==> src/rtl/tunnel_game_renderer.sv <==
// Tunnel game renderer: bot/wall position state machine plus registered per-pixel colour lookup.
// Optional collision logic is enabled by defining COLLISION_DETECT_EN.
module tunnel_game_renderer #(
    parameter int SCREEN_W    = 640,
    parameter int SPRITE_SIZE = 6,
    parameter int BOT_X0      = 256,
    parameter int BOT_Y       = 256,
    parameter int STEP        = 1,
    parameter int WALL_X0     = 192,
    parameter int TUNNEL_W    = 128,
    parameter int WALL_THICK  = 1,
    parameter int DRIFT_STEP  = 1
) (
    input  logic       clock,
    input  logic       rst,
    input  logic [7:0] game_info_reg,
    input  logic [9:0] Pixel_row,
    input  logic [9:0] Pixel_column,
    output logic [1:0] icon,
    output logic [1:0] wall,
    output logic       collision,
    output logic [1:0] game_state
);

    localparam logic [1:0] S_IDLE  = 2'b00;
    localparam logic [1:0] S_PLAY  = 2'b01;
    localparam logic [1:0] S_CRASH = 2'b10;

    localparam logic [10:0] SCR_W    = 11'(SCREEN_W);
    localparam logic [10:0] SPR      = 11'(SPRITE_SIZE);
    localparam logic [10:0] BOT_Y11  = 11'(BOT_Y);
    localparam logic [10:0] STEP11   = 11'(STEP);
    localparam logic [10:0] DRIFT11  = 11'(DRIFT_STEP);
    localparam logic [10:0] TUN_W    = 11'(TUNNEL_W);
    localparam logic [10:0] THICK    = 11'(WALL_THICK);
    localparam logic [10:0] LOC_MAX  = 11'(SCREEN_W - SPRITE_SIZE);
    localparam logic [10:0] WALL_MAX = 11'(SCREEN_W - TUNNEL_W - WALL_THICK);

    logic [1:0]  state;
    logic [10:0] loc_x, wall_x, loc_next, wall_next;
    logic [10:0] row, col;
    logic        fs, bot_hit, wall_hit, crash_pending;
    logic        go_left, go_right, start;
    logic        unused_bits;

    assign row      = {1'b0, Pixel_row};
    assign col      = {1'b0, Pixel_column};
    assign fs       = (Pixel_row == 10'd0) && (Pixel_column == 10'd0);
    assign go_left  = game_info_reg[0];
    assign go_right = game_info_reg[1];
    assign start    = game_info_reg[7];
    assign unused_bits = ^game_info_reg[6:4];
    assign game_state  = state;

    // 11-bit edge sums so loc_x+SPR or wall_x+TUN_W+THICK cannot wrap past 1023
    assign bot_hit = (col < SCR_W) &&
                     (row >= BOT_Y11) && (row <= BOT_Y11 + SPR - 11'd1) &&
                     (col >= loc_x)   && (col <= loc_x + SPR - 11'd1);

    assign wall_hit = (col < SCR_W) &&
                      (((col >= wall_x) && (col <= wall_x + THICK - 11'd1)) ||
                       ((col >= wall_x + TUN_W) && (col <= wall_x + TUN_W + THICK - 11'd1)));

    always_comb begin
        loc_next = loc_x;
        if (go_left && !go_right)
            loc_next = (loc_x < STEP11) ? 11'd0 : loc_x - STEP11;
        else if (go_right && !go_left)
            loc_next = (loc_x + STEP11 > LOC_MAX) ? LOC_MAX : loc_x + STEP11;
    end

    always_comb begin
        wall_next = wall_x;
        case (game_info_reg[3:2])
            2'b01:   wall_next = (wall_x + DRIFT11 > WALL_MAX) ? WALL_MAX : wall_x + DRIFT11;
            2'b10:   wall_next = (wall_x < DRIFT11) ? 11'd0 : wall_x - DRIFT11;
            default: wall_next = wall_x;
        endcase
    end

    always_ff @(posedge clock) begin
        if (rst) begin
            state  <= S_IDLE;
            loc_x  <= 11'(BOT_X0);
            wall_x <= 11'(WALL_X0);
        end else if (fs) begin
            case (state)
                S_IDLE: if (start) state <= S_PLAY;
                S_PLAY: begin
                    loc_x  <= loc_next;
                    wall_x <= wall_next;
                    if (crash_pending) state <= S_CRASH;
                end
                S_CRASH: if (!start) begin
                    state  <= S_IDLE;
                    loc_x  <= 11'(BOT_X0);
                    wall_x <= 11'(WALL_X0);
                end
                default: state <= S_IDLE;
            endcase
        end
    end

`ifdef COLLISION_DETECT_EN
    logic play_hit;
    assign play_hit  = (state == S_PLAY) && bot_hit && wall_hit;
    assign collision = (state == S_CRASH);

    // A hit on the FS pixel itself belongs to the frame that FS opens
    always_ff @(posedge clock) begin
        if (rst)           crash_pending <= 1'b0;
        else if (fs)       crash_pending <= play_hit;
        else if (play_hit) crash_pending <= 1'b1;
    end

    always_ff @(posedge clock) begin
        if (rst)          icon <= 2'b00;
        else if (bot_hit) icon <= (state == S_CRASH) ? 2'b01 : 2'b11;
        else              icon <= 2'b00;
    end
`else
    assign crash_pending = 1'b0;
    assign collision     = 1'b0;

    always_ff @(posedge clock) begin
        if (rst) icon <= 2'b00;
        else     icon <= bot_hit ? 2'b11 : 2'b00;
    end
`endif

    always_ff @(posedge clock) begin
        if (rst) wall <= 2'b00;
        else     wall <= wall_hit ? 2'b10 : 2'b00;
    end

endmodule

==> config.mk <==
export PLATFORM = sky130hd
export DESIGN_NAME = tunnel_game_renderer
export DESIGN_NICKNAME = d
export VERILOG_FILES = /design/src/rtl/tunnel_game_renderer.sv
export SDC_FILE = /design/constraint.sdc
export NUM_CORES = 1
export LEC_CHECK = 0
export ABC_AREA = 1
export BUFFER_PORTS_ARGS = -buffer_cell sky130_fd_sc_hd__buf_2
export CORE_ASPECT_RATIO = 0.6
export CORE_UTILIZATION = 40
export DETAILED_ROUTE_END_ITERATION = 10
export HOLD_SLACK_MARGIN = 0.12
export PLACE_DENSITY = 0.65
export REMOVE_ABC_BUFFERS = 1
export SETUP_SLACK_MARGIN = 0.15
export SKIP_LAST_GASP = 1
export SLEW_MARGIN = 20
export SYNTH_ARGS = -nofsm -noshare
export SYNTH_HDL_FRONTEND = slang
export SYNTH_SLANG_ARGS = --single-unit
export TNS_END_PERCENT = 10
==> constraint.sdc <==
create_clock -name clock -period 2.95 [get_ports clock]
set_input_delay 0.885 -clock clock [delete_from_list [all_inputs] [get_ports clock]]
set_output_delay 0.885 -clock clock [all_outputs]
set_load 0.1 [all_outputs]
Yosys cells after proc, flatten, opt, wreduce, memory -nomap -nowiden
Cells that the tools add are included.
{"block": "totals", "regBits": 28, "input_bits": 30, "out_inout_bits": 7, "wordCells": 73}
{"block": "classes", "n_addsub": 10, "magnitude_cmp": 13, "eq_ne": 8, "muxes": 16, "bitwise": 1, "reduce_logical": 20}
{"operator": "2-to-1 mux 11 bit", "n": 8}
{"operator": "one-hot mux 11 bit (2 select lines)", "n": 3}
{"operator": "subtractor 11 x 1 -> 11 bit, second input constant", "n": 5}
{"operator": "adder 11 x 1 -> 11 bit, second input constant", "n": 3}
{"operator": "greater-or-equal comparator 10 x 11 -> 1 bit", "n": 3}
{"operator": "less-or-equal comparator 10 x 11 -> 1 bit", "n": 3}
{"operator": "less-than comparator 11 x 1 -> 1 bit, second input constant", "n": 2}
{"operator": "zero test 10 bit", "n": 2}
{"operator": "AND reduction 4 bit", "n": 3}
{"operator": "adder 11 x 3 -> 11 bit, second input constant", "n": 1}
{"operator": "adder 11 x 8 -> 11 bit, second input constant", "n": 1}
{"operator": "> comparator 11 x 10 -> 1 bit, second input constant", "n": 1}
{"operator": "> comparator 11 x 9 -> 1 bit, second input constant", "n": 1}
{"operator": "greater-or-equal comparator 10 x 9 -> 1 bit, second input constant", "n": 1}
{"operator": "less-or-equal comparator 10 x 9 -> 1 bit, second input constant", "n": 1}
{"operator": "logical AND 1 bit", "n": 10}
{"operator": "less-than comparator 10 bit, second input constant", "n": 1}
{"operator": "2-to-1 mux 2 bit", "n": 4}
{"operator": "one-hot mux 2 bit (3 select lines)", "n": 1}
{"operator": "equality test 2 x 1 -> 1 bit, second input constant", "n": 2}
{"operator": "equality test 2 bit, second input constant", "n": 2}
{"operator": "!= test 2 bit, second input constant", "n": 2}
{"operator": "!= test 3 x 1 -> 1 bit, second input constant", "n": 1}
{"operator": "!= test 3 bit, second input constant", "n": 1}
{"operator": "other kinds (5)", "n": 6}

Longest topological paths before layout
{"block": "logic_depth", "word_depth": 8, "mapped_depth": 21, "depth_no_buf": 21}

Worst setup path after synthesis
Ideal clock, no wire load.
{"block": "synth_timing", "path_type": "flip-flop to flip-flop", "startpoint": "reg wall_x[0]", "endpoint": "reg wall[1]", "setup_ns": 0.070, "arrival_time_ns": 2.490, "t_required_ns": 2.880, "setup_slack_ns": 0.390, "path_stages_with_launch": 17, "path_buffers": 0, "period_less_slack_ns": 2.560, "cell_sequence": "dfxtp_1 > inv_2 > ha_1 > nor3_2 > nand3_1 > nor2_1 > nand2_1 > nor2_1 > xor2_1 > inv_1 > ha_1 > nand3_1 > nor4_1 > a21oi_1 > nand3_1 > nand2_1 > a21oi_1"}
{"block": "synth_via", "elab_chain_len": 8, "elab_cells_between_ends": 14, "cone_classes": "5 x add/sub; 4 x order compare; 1 x mux; 4 x reduce/logical"}
{"element": "start, declared", "line_no": "40", "rtl": "logic [10:0] loc_x, wall_x, loc_next, wall_next;"}
{"element": "start signal, assigned", "line_no": "85", "rtl": "wall_x <= 11'(WALL_X0);"}
{"element": "start signal, assigned", "line_no": "91", "rtl": "wall_x <= wall_next;"}
{"element": "start signal, assigned", "line_no": "97", "rtl": "wall_x <= 11'(WALL_X0);"}
{"element": "adder 11 x 8 -> 11 bit", "line_no": "62", "rtl": "((col >= wall_x + TUN_W) && (col <= wall_x + TUN_W + THICK - 11'd1)));"}
{"element": "adder 11 x 1 -> 11 bit", "line_no": "62"}
{"element": "subtractor 11 x 1 -> 11 bit", "line_no": "62"}
{"element": "less-or-equal comparator 10 x 11 -> 1 bit", "line_no": "62"}
{"element": "logical AND 1 bit", "line_no": "62"}
{"element": "logical OR 1 bit (*)", "line_no": "61", "rtl": "(((col >= wall_x) && (col <= wall_x + THICK - 11'd1)) ||"}
{"element": "logical AND 1 bit (*)", "line_no": "60", "rtl": "assign wall_hit = (col < SCR_W) &&"}
{"element": "2-to-1 mux 2 bit (*)", "line_no": "133", "rtl": "else wall <= wall_hit ? 2'b10 : 2'b00;"}
{"element": "end signal, assigned", "line_no": "133"}
{"element": "end, declared", "line_no": "20", "rtl": "output logic [1:0] wall,"}
Every way passes the cells marked *; elsewhere a longest branch is shown, timed or not.
A chain may end at the register's enable or synchronous reset.

Worst setup path in the final report
{"block": "layout_timing", "startpoint": "reg wall_x[1]", "endpoint": "reg wall[1]"}
Same word-level chain as after synthesis.

==> qor.txt <==
Comb pwr share = 21.0%
GPL Wtd Cong = 0.954
Detail Route Antenna Nets = 0
Worst Setup SP = wall_x[1]
Final HPWL DP = 8070 µm
Worst setup EP type = flip-flop
Setup Viol. Count Final = 0
number of diodes = 0
CTS tree = built
flop-to-flop setup slack = 0.22 ns
CP max FO = 7
async set or reset register ratio after synthesis = 0%
Crit path required time = 3.17 ns
#FFs+latches synth = 25
Post-Syn Area per Cell = 6.44 µm²
Worst Setup Slack, final = 0.216 ns
maxcap violations = 0
placed insts = 690
CTS Hold Bufs = 0
min-delay src = wall_x[5]
Final period util = 92.7%
PD cells = 204 mW/mm²
Design Power = 0.000850 W
fraction of layout cells with a size suffix above 1 = 20.7%
most common cell in the synthesized netlist = nand2_1
largest net degree at the start of global routing = 22
antenna violations before repair = 0
ys flop type = dfxtp_1
Post-route DRC = 0
Clock Latency Late Sink = 0.28 ns
Pint = 0.000579 W
Gate Count Post-Synth = 544
fin. max-slew vios = 0
Synth area leaders = ha_1 18%, dfxtp_1 14%, nand2_1 12%
Psw = 0.000271 W
drt pass-1 iters = 7
Final #Nets = 670
Min Hold Slack = 0.591 ns
Final Instance Area = 0.00416 mm²
Min Clock Period, post-route = 2.73 ns
commonest cells in the netlist = 108 x nand2_1, 71 x inv_1, 56 x nor2_1, 49 x ha_1, 43 x a21oi_1
vias in the first global route = 3283
num ports = 37
outcome = finished clean
IO buf count = 30
Cell Area, Placed = 0.00383 mm²
DP Worst Slack = -0.0480 ns
static leakage = 1.99 nW
wire per inst = 14.7 µm
CP Launch Type = flip-flop
Post-synth EDFFs = 0
CTS sink cnt = 25
WS Path Type = reg -> reg
CTS clk-pin slew, worst paths = 0.08 ns
Root Driver = clkbuf_16
Cell variety after synth = 38
total global-route track usage = 23.2%
top-area cell type share of the netlist area = 17.5%
Iteration-0 DRC Markers = 321
Critical Path AT = 2.95 ns
RSZ-0062 raised after global routing = true
Max Freq = 0.366 GHz
Synth area leader = ha_1
Clock Power Share = 39.7%
sequential area share after synthesis = 14.3%
endpoints failing hold = 0
Seq pwr share = 39.3%
grt total ovfl = 0
YS warnings = 0
first-pass GRT wire length = 16600 µm
Worst Skew = 0.0106 ns
Die Ht = 74.5 µm
Post-Syn Area = 0.00350 mm²
routed wire length = 10300 µm
worst r2r src = wall_x[1]
Tightest Hold Check Type = reg -> reg
total number of vias = 3734
Die Wd = 123 µm
Switching Share = 31.8%
Starting Density = 41.2%
CTS Buf Count = 3
area growth from synthesis to layout = 18.8%
vias per std cell = 5.32
Std-Cell Rows = 26
maximum vdd drop = 217 µV
post-route insts no fill = 702
H-tree depth = 1
CTS Buffer Depth = 2
Die Area = 0.00915 mm²
Core Box Area = 0.00849 mm²
==> power by group through the flow <==
stage | Clock, W | Sequential (W) | Combinational [W]
finish | 0.000337 | 0.000334 | 0.000178
global route | 0.000348 | 0.000334 | 0.000199
CTS | 0.000339 | 0.000338 | 0.000165
detailed placement | 0 | 0.000346 | 0.000163
global placement | 0 | 0.000346 | 0.000159
floorplan | 0 | 0.000350 | 0.0000973
==> through the flow <==
stage               utilization [%]  TNS [ns]
floorplan                         -         0
detailed placement             45.1   -0.0480
CTS                            46.2         0
global route                   49.0         0
finish                         49.0         0
global placement               45.1         0
==> cell families after synthesis <==
family                     count (synthesis)  share of synthesized area (%)
other                                      1                          0.107
and+or+nand+nor                          238                           31.1
buffers and inverters                     91                           11.0
adders and majority gates                 49                           17.5
xor gates and xnor gates                  45                           11.5
AOI/OAI and AO/OA                         95                           14.5
DFF                                       25                           14.3
==> placed cells by master (no fill, tap or decap), types with 4 or more instances in the layout <==
| master | Yosys | final |
|---|---|---|
| a21oi_1 | 43 | 40 |
| nor2_4 | 1 | 4 |
| o21ai_1 | 3 | 4 |
| buf_4 | 9 | 25 |
| dfxtp_1 | 25 | 18 |
| o21ai_0 | 36 | 35 |
| inv_1 | 71 | 67 |
| nand4_1 | 12 | 12 |
| nor2_1 | 56 | 50 |
| buf_2 | 2 | 30 |
| nand2_1 | 108 | 100 |
| nand3_2 | 4 | 4 |
| ha_1 | 49 | 45 |
| nor3_1 | 10 | 10 |
| dfxtp_4 | 0 | 4 |
| inv_2 | 5 | 9 |
| ha_4 | 0 | 4 |
| nand2_2 | 3 | 10 |
| nor2_2 | 7 | 10 |
| xor2_1 | 41 | 41 |
| nand3_1 | 26 | 23 |
==> registers in the layout, summed over array words and instances, names as in the netlist <==
register and cells:
game_state 1, icon 1, loc_x 11, wall 1, wall_x 11
==> cell type report <==
| class | count | area (µm²) |
|---|---|---|
| Clock buffer | 3 | 75.1 |
| Clock inverter | 1 | 5.00 |
| Fill cell | 831 | 4330 |
| Inverter | 76 | 285 |
| Multi-Input combinational cell | 430 | 2800 |
| Sequential cell | 25 | 519 |
| Tap cell | 112 | 140 |
| Timing Repair Buffer | 55 | 338 |
==> worst paths after layout <==
check / depth (start not counted) / endpoint
worst max-delay path: 18 / wall[1]
worst min-delay path: 2 / wall_x[5]
worst max register to register: 18 / wall[1]
worst min register to register: 2 / wall_x[5]
==> critical path, stage by stage (launching register included) <==
cell and delay (ns):
dfxtp_4 0.43, ha_4 0.17, nand3_4 0.10, nor2_4 0.17, inv_2 0.05, nand2_2 0.09
nand3_4 0.09, nor2_4 0.15, nand2_2 0.08, nor2_2 0.13, xor2_1 0.17, inv_1 0.10
ha_4 0.29, nand3_4 0.07, nor4_4 0.24, a21oi_2 0.06, nand3_1 0.10, nand2_2 0.07
a21oi_2 0.14
==> routing by layer <==
layer	vias to the layer above	GRT usage [%]	wire length, µm
li1	1866	-	-
met1	1683	37.4	5470
met2	185	32.2	3870
met3	0	4.06	993
met4	0	1.63	0
met5	-	0	0
==> timing repair <==
action | CTS | global route
pin swaps | 0 | 25
gates resized for setup | 6 | 46
endpoints found under the setup margin | 1 | 1
setup buffers | 0 | 8
No activity file was read; power rests on OpenSTA's default activity.
